File: src/rtl/uart_pkg.sv
// Shared types and helpers for the UART TX data source.
// Holds the offer FSM state encoding and the ASCII hex-digit conversion.
package uart_pkg;

    typedef enum logic [0:0] {
        IDLE,
        OFFER
    } tx_src_state_t;

    localparam logic [7:0] ASCII_ZERO = 8'h30;
    localparam logic [7:0] ASCII_A    = 8'h41;

    function automatic logic [7:0] to_ascii_hex(input logic [3:0] v);
        return (v < 4'd10) ? ASCII_ZERO + 8'(v) : ASCII_A + 8'(v - 4'd10);
    endfunction

endpackage

File: src/rtl/uart_sync_debounce.sv
// Multi-bit synchroniser followed by a stability counter; commits a new value
// after DEBOUNCE_CYCLES stable cycles and flags the commit with a change pulse.
module uart_sync_debounce
#(
    parameter int WIDTH           = 3,
    parameter int SYNC_STAGES     = 2,
    parameter int DEBOUNCE_CYCLES = 16
)
(
    input  logic             clk,
    input  logic             rst_n,
    input  logic [WIDTH-1:0] raw,
    output logic [WIDTH-1:0] candidate,
    output logic [WIDTH-1:0] stable_value,
    output logic             change
);

    localparam int CNT_W = $clog2(DEBOUNCE_CYCLES);
    localparam logic [CNT_W-1:0] CNT_MAX = CNT_W'(DEBOUNCE_CYCLES - 1);

    logic [WIDTH-1:0] sync_q [SYNC_STAGES];
    logic [CNT_W-1:0] cnt;
    logic [WIDTH-1:0] sync_sw;

    assign sync_sw = sync_q[SYNC_STAGES-1];

    // Combinational so the commit and the downstream offer land on the same edge.
    assign change = (cnt == CNT_MAX) && (candidate != stable_value);

    always_ff @(posedge clk or negedge rst_n) begin
        if (!rst_n) begin
            // NOTE: the synchroniser array is small flop storage, so every stage is reset explicitly.
            for (int i = 0; i < SYNC_STAGES; i++) sync_q[i] <= '0;
            candidate    <= '0;
            cnt          <= '0;
            stable_value <= '0;
        end else begin
            sync_q[0] <= raw;
            for (int i = 1; i < SYNC_STAGES; i++) sync_q[i] <= sync_q[i-1];

            if (sync_sw != candidate) begin
                candidate <= sync_sw;
                cnt       <= '0;
            end else if (cnt != CNT_MAX) begin
                cnt <= cnt + 1'b1;
            end

            if (change) stable_value <= candidate;
        end
    end

endmodule

File: src/rtl/uart_tx_data_source.sv
// Debounced switch / send-button byte source feeding the UART TX over valid/ready.
// Define UART_TX_ASCII_EN to offer the ASCII hex digit instead of the raw value.
module uart_tx_data_source
    import uart_pkg::*;
#(
    parameter int SW_WIDTH        = 3,
    parameter int DATA_WIDTH      = 8,
    parameter int SYNC_STAGES     = 2,
    parameter int DEBOUNCE_CYCLES = 16
)
(
    input  logic                  Clk,
    input  logic                  Rst_n,
    input  logic [SW_WIDTH-1:0]   switches,
    input  logic                  send_btn,
    input  logic                  tx_ready,
    output logic                  tx_valid,
    output logic [DATA_WIDTH-1:0] data_parallel,
    output logic [SW_WIDTH-1:0]   stable_value,
    output logic                  overrun
);

    logic [SW_WIDTH-1:0]    candidate;
    logic                   change;
    logic [SYNC_STAGES-1:0] btn_sync;
    logic                   sync_btn_d;
    logic                   send_edge;
    logic                   event_fire;
    logic [SW_WIDTH-1:0]    commit_value;
    logic [DATA_WIDTH-1:0]  next_byte;
    tx_src_state_t          state;

    uart_sync_debounce #(
        .WIDTH           (SW_WIDTH),
        .SYNC_STAGES     (SYNC_STAGES),
        .DEBOUNCE_CYCLES (DEBOUNCE_CYCLES)
    ) u_sw_debounce (
        .clk          (Clk),
        .rst_n        (Rst_n),
        .raw          (switches),
        .candidate    (candidate),
        .stable_value (stable_value),
        .change       (change)
    );

    // Button path: plain synchroniser, delay flop, and a registered rising-edge pulse.
    always_ff @(posedge Clk or negedge Rst_n) begin
        if (!Rst_n) begin
            btn_sync   <= '0;
            sync_btn_d <= 1'b0;
            send_edge  <= 1'b0;
        end else begin
            btn_sync   <= {btn_sync[SYNC_STAGES-2:0], send_btn};
            sync_btn_d <= btn_sync[SYNC_STAGES-1];
            send_edge  <= btn_sync[SYNC_STAGES-1] & ~sync_btn_d;
        end
    end

    assign event_fire   = change | send_edge;
    // On a commit the stable register has not updated yet, so take the candidate.
    assign commit_value = change ? candidate : stable_value;

`ifdef UART_TX_ASCII_EN
    assign next_byte = DATA_WIDTH'(to_ascii_hex(4'(commit_value)));
`else
    assign next_byte = DATA_WIDTH'(commit_value);
`endif

    always_ff @(posedge Clk or negedge Rst_n) begin
        if (!Rst_n) begin
            state         <= IDLE;
            tx_valid      <= 1'b0;
            data_parallel <= '0;
            overrun       <= 1'b0;
        end else begin
            overrun <= 1'b0;
            case (state)
                IDLE: begin
                    if (event_fire) begin
                        state         <= OFFER;
                        tx_valid      <= 1'b1;
                        data_parallel <= next_byte;
                    end
                end
                OFFER: begin
                    if (event_fire) begin
                        // Latest value wins; replacing an untransferred byte is an overrun.
                        data_parallel <= next_byte;
                        overrun       <= ~tx_ready;
                    end else if (tx_ready) begin
                        state    <= IDLE;
                        tx_valid <= 1'b0;
                    end
                end
                default: begin
                    state    <= IDLE;
                    tx_valid <= 1'b0;
                end
            endcase
        end
    end

endmodule

File: config.mk
export PLATFORM = sky130hd
export DESIGN_NAME = uart_tx_data_source
export DESIGN_NICKNAME = d
export VERILOG_FILES = /design/src/rtl/uart_pkg.sv /design/src/rtl/uart_sync_debounce.sv /design/src/rtl/uart_tx_data_source.sv
export SDC_FILE = /design/constraint.sdc
export NUM_CORES = 1
export LEC_CHECK = 0
export ABC_AREA = 1
export BUFFER_PORTS_ARGS = -buffer_cell sky130_fd_sc_hd__buf_2
export CORE_MARGIN = 1
export CORE_UTILIZATION = 40
export DETAILED_ROUTE_END_ITERATION = 16
export HOLD_SLACK_MARGIN = 0.12
export PLACE_DENSITY_LB_ADDON = 0.25
export SETUP_SLACK_MARGIN = 0.15
export SLEW_MARGIN = 20
export SYNTH_ARGS = -nofsm -noshare
export SYNTH_HDL_FRONTEND = slang
export SYNTH_SLANG_ARGS = --single-unit
File: constraint.sdc
create_clock -name Clk -period 2.35 [get_ports Clk]
set_input_delay 0.47 -clock Clk [delete_from_list [all_inputs] [get_ports Clk]]
set_output_delay 0.47 -clock Clk [all_outputs]
set_load 0.1 [all_outputs]
# Word level (Yosys, flattened, before mapping)
# Cells that the tools add are included.
[word_totals]
ff_bits = 31
inputBits = 7
out_inout_bits = 13
wordCells = 42
[op_classes]
add_sub_neg = 1
n_eq_ne = 7
mux = 14
bitwise = 5
n_reduce_logical = 3
[op_table]
columns = ["operator", "n"]
rows = [
  ["$mux W1", 8],
  ["$mux W4", 2],
  ["$mux W8", 1],
  ["$ne A2 B2 Y1 const B", 3],
  ["$ne A3 B3 Y1", 2],
  ["$add A4 B1 Y4 const B", 1],
  ["$eq A4 B4 Y1 const B", 1],
  ["$ne A4 B4 Y1 const B", 1],
  ["$pmux W1 S2", 2],
  ["$mux W3", 1],
  ["$not A1 Y1", 3],
  ["$reduce_and A3 Y1", 1],
  ["$reduce_bool A2 Y1", 1],
  ["$and A1 B1 Y1", 1],
  ["$logic_and A1 B1 Y1", 1],
  ["$or A1 B1 Y1", 1],
]

# Depth between registers and ports, before layout
# Gate-level depths: netlist of run 1.
[logic_depth]
word_depth = 5
ltp_mapped = 10
mapped_depth_nobuf = 10

# Modules after synthesis
# Synthesis of run 1 repeated with hierarchy kept, for this count alone.
[unflattened]
cells_unflattened = 110
hier_area_um2 = 1069.8
[by_module_without_submodules]
columns = ["mod", "instances", "cells_each", "area_each_um2", "seq_area_each_um2"]
rows = [
  ["uart_sync_debounce", 1, 63, 646.9, 400.4],
  ["uart_tx_data_source", 1, 47, 422.9, 250.2],
]

# Worst setup path after synthesis of run 1
# OpenSTA, ideal clock, no wires.
[synth_path]
kind = "register -> register"
startpoint = "register u_sw_debounce.stable_value[0]"
endpoint = "register data_parallel[0]"
setup_time_ps = 122
arrival_ps = 1510
required_ps = 2228
path_slack_ps = 718
path_stages_with_launch = 10
n_path_buf = 0
synth_period_minus_slack_ps = 1632
path_cell_list = "dfrtp_1 -> inv_1 -> nand2_1 -> nand2_1 -> nand3_2 -> nand2_2 -> nand2_4 -> inv_2 -> nand2_1 -> nand2_1"
[synth_between]
elab_chain_cells = 4
elab_cells_between_ends = 5
cone_classes = "1 x eq/ne; 2 x mux; 1 x bitwise; 1 x reduce/logical"
[synth_lines]
columns = ["element", "line", "source"]
rows = [
  ["start, declared", "uart_sync_debounce.sv:14", "output logic [WIDTH-1:0] stable_value,"],
  ["start signal, assigned", "uart_sync_debounce.sv:48", "if (change) stable_value <= candidate;"],
  ["$ne A3 B3 Y1", "uart_sync_debounce.sv:28", "assign change = (cnt == CNT_MAX) && (candidate != stable_value);"],
  ["$logic_and A1 B1 Y1", "uart_sync_debounce.sv:28", ""],
  ["$mux W3", "--", ""],
  ["$mux W8", "uart_tx_data_source.sv:79, uart_tx_data_source.sv:86", ""],
  ["end signal, assigned", "uart_tx_data_source.sv:82", "data_parallel <= next_byte;"],
  ["end signal, assigned", "uart_tx_data_source.sv:88", "data_parallel <= next_byte;"],
  ["end, declared", "uart_tx_data_source.sv:18", "output logic [DATA_WIDTH-1:0] data_parallel,"],
]
# Several ways; a longest one is shown, not always the timed one. The select of a mux whose other input is x is not followed.
# A chain may end at the register's enable or synchronous reset.

# Final worst setup path of run 1
[layout_path]
startpoint = "register u_sw_debounce.stable_value[2]"
endpoint = "output stable_value[2]"
[layout_rtl]
columns = ["element", "line", "source"]
rows = [
  ["end, declared", "uart_tx_data_source.sv:19", "output logic [SW_WIDTH-1:0] stable_value,"],
]
# No word-level cell between the ends.

==> flow_metrics.tcl, run 1 <==
set metrics [dict create \
    status "finished clean" \
    finalSetupViolations 0 \
    overflow 0 \
    cts.sinks 26 \
    p_leak_nw 0.605 \
    root_buffer "clkbuf_4" \
    timing.fmax_ghz 0.597 \
    critPathRequiredTime_ps 1880 \
    grt_pass1_wl_um 2280 \
    ys_ff_latch 26 \
    p_per_area_nw_per_um2 770 \
    worst_slew_pin_slew_ps 549 \
    cts.path.max_buffers 2 \
    syn-instance-count 99 \
    critPathMaxFanout 4 \
    grt.met1_usage 0.147 \
    dr.pass1.iters 4 \
    die_height_um 52.9 \
    syn_area_per_cell_um2 10.5 \
    nets 121 \
    portBuffers 14 \
    maxCapViolCount 0 \
    cp_cell_sequence "buf_2" \
    io_pins 20 \
    critical_path.top_delay_family "buffers and inverters" \
    floorplan.die_area_um2 2800 \
    fin_area_um2 1150 \
    cp.arrival_ps 1210 \
    dpl_worst_slack_ps 928 \
    grt_antenna_before_repair 0 \
    h-tree-depth 1 \
    row_count 18 \
    area_delta_synth_final_pct 11.1 \
    postCtsResizedCells 0 \
    max_slew_margin 0.634 \
    vias 627 \
    drive_gt1_frac 0.241 \
    grt_use_met2 0.181 \
    post_cts_buffers 0 \
    grt_pass1_vias 539 \
    die_w_um 52.9 \
    busiest_layer "met2" \
    drc 0 \
    worstSetupPathType "flop to output pin" \
    fin_skew_ps 3.04 \
    initial_core_util 0.422 \
    place_area_um2 1100 \
    cts_buffers 3 \
    hold_buffers 0 \
    final_cell_mix "nand2_1, dfrtp_1, buf_2, inv_1" \
    vdd_drop_max_mv 0.579 \
    dp_hpwl_um 1030 \
    vias_per_cell 4.42 \
    critPathSlowestCell "buf_2" \
    max_stage_delay_ps 450 \
    cts_tree "yes" \
    crit_path_end_kind "output pin" \
    syn-cell-area_um2 1040 \
    core_area_um2 2450 \
    insertion_delay_ps 320 \
    grt_max_degree 27 \
    rsz0062_at_grt "false" \
    whs_ps 111 \
    final.setup.tns_ps 0 \
    path_buf_inv 1 \
    finalWorstSetupSlack_ps 675 \
    synth.distinct_cells 22 \
    critPathLaunchType "flop" \
    gp_congestion 0.792 \
    wl_per_cell_um 9.71 \
    hold_path_class "input pin to asynchronous set/reset pin" \
    grt.met3_usage 0.0517 \
    grt_usage 0.116 \
    path_clk_slew_ps 130 \
    ant_nets 0 \
    drt_iter0_markers 5 \
    synth_seq_area_share 0.628 \
    hold_violations 0 \
    final_util 0.469 \
    ys_warn_count 0 \
    drv_slew 0 \
    routed_wl_um 1380 \
    period_minus_slack_ps 1680 \
    finalCritPeriodShare 0.713 \
    diodes 0 \
]
[layout make-up]
cell class | instances | area [µm²]
Fill cell | 232 | 1300
Clock buffer | 3 | 22.5
Inverter | 13 | 48.8
Clock inverter | 1 | 30.0
Sequential cell | 26 | 651
Multi-Input combinational cell | 55 | 292
Tap cell | 30 | 37.5
Timing Repair Buffer | 14 | 70.1
[final timing paths]
check / startpoint / to / slack (ps) / depth (start not counted)
max: u_sw_debounce.stable_value[2]$_DFF_PN0_ / stable_value[2] / 670 / 1
min: Rst_n / state$_DFF_PN0_ / 110 / 1
max reg2reg: u_sw_debounce.cnt[0]$_DFFE_PN0P_ / data_parallel[0]$_DFFE_PN0P_ / 920 / 8
min reg2reg: u_sw_debounce.sync_q[5]$_DFF_PN0_ / u_sw_debounce.sync_sw[2]$_DFF_PN0_ / 370 / 0
max in group asynchronous: Rst_n / u_sw_debounce.stable_value[0]$_DFF_PN0_ / 1880 / 1
min in group Clk: send_btn / btn_sync[0]$_DFF_PN0_ / 240 / 1
[stage by stage]
stage,instances,total power [mW]
3_3_place_gp,138,0.594
6_report,142,0.887
2_1_floorplan,103,0.579
4_1_cts,142,0.900
3_5_place_dp,138,0.595
5_1_grt,142,0.919
[cells by family (layout without fill, tap and decap cells)]
| group | after synthesis | count (layout) | share of synthesized area |
|---|---|---|---|
| simple gates | 36 | 36 | 0.163 |
| fa+ha+maj | 1 | 1 | 0.0121 |
| compound gates | 7 | 7 | 0.0374 |
| xor+xnor | 6 | 6 | 0.0507 |
| flops | 26 | 26 | 0.628 |
| other cells | 1 | 5 | 0.00362 |
| buf+inv | 22 | 31 | 0.105 |
[worst register-to-register path, stage by stage (launching register included)]
cell,delay (ps)
dfrtp_1,420
ha_1,210
nand3_2,220
inv_1,150
nand2_2,90
nand2_4,80
inv_2,60
nand2_1,50
nand2_1,60
[state kept, by name, summed over array words and instances (netlist names)]
signal,cells
u_sw_debounce.candidate,3
tx_valid,1
send_edge,1
u_sw_debounce.sync_q,3
overrun,1
u_sw_debounce.sync_sw,3
sync_btn_d,1
data_parallel,3
state,1
btn_sync,2
u_sw_debounce.cnt,4
u_sw_debounce.stable_value,3
[power breakdown]
| group | internal [mW] | leakage, nW | switching [mW] |
|---|---|---|---|
| registers | 0.466 | 0.330 | 0.00980 |
| logic | 0.0186 | 0.247 | 0.0908 |
| clock network | 0.173 | 0.0279 | 0.130 |
[synth_stat cells (all sizes together)]
master	count	area share
dfrtp	26	0.63
nor3	1	0.0097
xnor2	5	0.042
nand4	1	0.0060
inv	13	0.047
nor2	2	0.0072
xor2	1	0.0085
nand3	4	0.029
clkbuf	3	0.011
buf	6	0.047
o21ai	4	0.023
nand2	28	0.11
conb	1	0.0036
ha	1	0.012
a21oi	3	0.014
[per-layer routing]
metal | share of wire | routed length (µm)
met5 | 0 | 0
met4 | 0.012 | 17
met3 | 0.049 | 67
met2 | 0.46 | 628
met1 | 0.48 | 665
Power figures use the tool's default switching activity.
==> inputs of run 2 (changes only) <==
--- a/config.mk
+++ b/config.mk
@@ -5,7 +5,7 @@
 export SDC_FILE = /design/constraint.sdc
 export NUM_CORES = 1
 export LEC_CHECK = 0
-export ABC_AREA = 1
+export ABC_AREA = 0
 export BUFFER_PORTS_ARGS = -buffer_cell sky130_fd_sc_hd__buf_2
 export CORE_MARGIN = 1
 export CORE_UTILIZATION = 40
==> constraint.sdc (replaced) <==
create_clock -name Clk -period 1.4 [get_ports Clk]
set_input_delay 0.28 -clock Clk [delete_from_list [all_inputs] [get_ports Clk]]
set_output_delay 0.28 -clock Clk [all_outputs]
set_load 0.1 [all_outputs]
==> flow_metrics.tcl, run 2 <==
set metrics [dict create \
    status "complete, but fails checks" \
    violations "setup timing" \
    grt_usage 0.151 \
    nets 125 \
    area_delta_synth_final_pct 47.2 \
    worst_slew_pin_slew_ps 558 \
    root_buffer "clkbuf_4" \
    cts_buffers 3 \
    synth_most_common_cell "dfrtp_1" \
    finalNonFillerCells 144 \
    syn-cell-area_um2 1020 \
    overflow 0 \
    async_flop_share 1.00 \
    finalPower_mw 1.72 \
    vdd_drop_max_mv 1.01 \
    p_comb_frac 0.221 \
    final.setup.tns_ps -278 \
    max_stage_delay_ps 510 \
    cts.sinks 26 \
    grt_pass1_wl_um 2900 \
    critical_path.top_delay_family "compound AO/OA/AOI/OAI gates" \
    r2r_setup_slack_ps -80 \
    row_count 17 \
    vias_per_cell 4.80 \
    vias 691 \
    cp_cell_sequence "xor2_1, o41a_1, o22ai_1, nor2_1" \
    ys_warn_count 0 \
    initial_core_util 0.443 \
    crit_path_end_kind "flop" \
    r2r_end "data_parallel[1]$_DFFE_PN0P_" \
    core_area_um2 2300 \
    p_leak_nw 0.679 \
    top_register "u_sw_debounce.cnt" \
    grt_max_degree 27 \
    drt_iter0_markers 3 \
    placed_cells 129 \
    worstSetupPathType "flop to flop" \
    finalCritPeriodShare 1.06 \
    critPathMaxFanout 4 \
    syn-instance-count 82 \
    r2r-start "u_sw_debounce.stable_value[1]$_DFF_PN0_" \
    swShare 0.296 \
    rsz0062_at_grt "true" \
    hold_violations 0 \
    critPathRequiredTime_ps 1620 \
    synth_top_area_share 0.640 \
    synth-main-ff-cell "dfrtp_1" \
    die_w_um 52.4 \
    synth.distinct_cells 25 \
    grt_antenna_before_repair 0 \
    drive_gt1_frac 0.422 \
    synth.area.top_cells "dfrtp_1, buf_4, xnor2_1" \
    cp.arrival_ps 1700 \
    routed_wl_um 1820 \
    crit_end "data_parallel[1]$_DFFE_PN0P_" \
    critPathLaunchType "flop" \
    hold_depth 3 \
    drc 0 \
    p_int_mw 1.21 \
    crit_start "u_sw_debounce.stable_value[1]$_DFF_PN0_" \
    drv_slew 0 \
    timing.fmax_ghz 0.675 \
    syn_area_per_cell_um2 12.4 \
    path_buf_inv 0 \
    cts_tree "yes" \
    critPathSlowestCell "dfrtp_4" \
    synthTopCellsByCount "dfrtp_1, nor2_1, buf_4, nor3_1" \
    finalWorstSetupSlack_ps -81.8 \
    hold_path_class "input pin to flop" \
    floorplan.die_area_um2 2750 \
    period_minus_slack_ps 1480 \
    h-tree-depth 1 \
    diodes 0 \
    max_slew_margin 0.628 \
    fin_skew_ps 6.85 \
    maxCapViolCount 0 \
    cts.path.max_buffers 2 \
    pwr-share-seq 0.481 \
    largest_reg_flops 4 \
    clkPwrFrac 0.297 \
    synth_edf_count 0 \
    crit_cells 4 \
    gp_congestion 0.801 \
    dr.pass1.iters 3 \
    dpl_worst_slack_ps -44.3 \
    synth_seq_area_share 0.640 \
    dp_hpwl_um 1220 \
    ant_nets 0 \
    ys_ff_latch 26 \
    die_height_um 52.4 \
    portBuffers 14 \
    final_cell_mix "dfrtp_1, buf_4, nor2_1, buf_2, buf_12" \
    wl_per_cell_um 12.7 \
    final_common_cell "dfrtp_1" \
    grt_pass1_vias 717 \
    reg2regPathDepth 4 \
    io_pins 20 \
    finalSetupViolations 5 \
    path_clk_slew_ps 140 \
    switchingPower_uw 509 \
    p_per_area_nw_per_um2 1150 \
    insertion_delay_ps 320 \
    yosysTopAreaCell "dfrtp_1" \
]
[run 2: cell count changes in the layout (fill, tap and decap cells not counted), moves of 6 or more]
cell     before  now
nand2_1      26    4
buf_4         0   13
inv_1        10    1
buf_2        14    6
buf_12        0    6
nor2_1        2    8
[run 2: power groups by stage]
| stage | clock [mW] | combinational (mW) | sequential, mW |
|---|---|---|---|
| global route | 0.544 | 0.398 | 0.832 |
| finish | 0.511 | 0.380 | 0.828 |
| detailed placement | 0 | 0.299 | 0.834 |
| global placement | 0 | 0.295 | 0.830 |
| CTS | 0.524 | 0.354 | 0.825 |
| floorplan | 0 | 0.122 | 0.953 |
[run 2: what timing repair did]
action / in CTS / in global routing
setup buffers: 4 / 2
resized for setup: 16 / 14
hold buffers: 5 / 0
endpoints found under the setup margin: 19 / 19
pin swaps: 1 / 3
hold endpoints to repair: 30 / 0
[run 2: final cells by class]
cell class,instances,area [µm²]
Tap cell,28,35.0
Inverter,1,3.75
Clock buffer,3,22.5
Timing Repair Buffer,34,347
Sequential cell,26,663
Multi-Input combinational cell,51,397
Clock inverter,1,30.0
Fill cell,165,800
[run 2: cell families (layout without fill, tap and decap cells)]
family,after synthesis,count (layout),synth area share
DFF,26,26,0.640
xor gates and xnor gates,7,7,0.0677
buffers and inverters,9,39,0.0517
AOI/OAI and AO/OA,8,8,0.0541
muxes,4,4,0.0430
other,1,5,0.00369
adders and majority gates,1,1,0.0123
and+or+nand+nor,26,26,0.128
[run 2: worst min path at each step]
stage,start,endpoint
floorplan,Rst_n,btn_sync[0]$_DFF_PN0_
global placement,Rst_n,btn_sync[1]$_DFF_PN0_
detailed placement,Rst_n,u_sw_debounce.sync_q[3]$_DFF_PN0_
CTS,tx_ready,overrun$_DFF_PN0_
global route,tx_ready,state$_DFF_PN0_
finish,tx_ready,state$_DFF_PN0_
[run 2: metal layers]
| metal | track usage | routed length [µm] | vias to the layer above |
|---|---|---|---|
| met5 | 0 | 0 | - |
| met4 | 0.0702 | 27 | 0 |
| met2 | 0.268 | 952 | 14 |
| met3 | 0.0377 | 50 | 2 |
| met1 | 0.166 | 792 | 345 |
| li1 | - | - | 330 |
[run 2: per-stage QoR]
stage / area [µm²] / util / hold slack [ps]
after CTS: 1420 / 0.618 / 216
final: 1500 / 0.652 / 231
after global placement: 1220 / 0.532 / 295
after floorplan: 1050 / - / -15.6
after global routing: 1500 / 0.652 / 233
after detailed placement: 1220 / 0.532 / 305
[run 2: worst min-delay path, delay by kind of cell]
family                 cells  cell delay [ps]
buffers and inverters      1               80
AND/OR/NAND/NOR            2              160
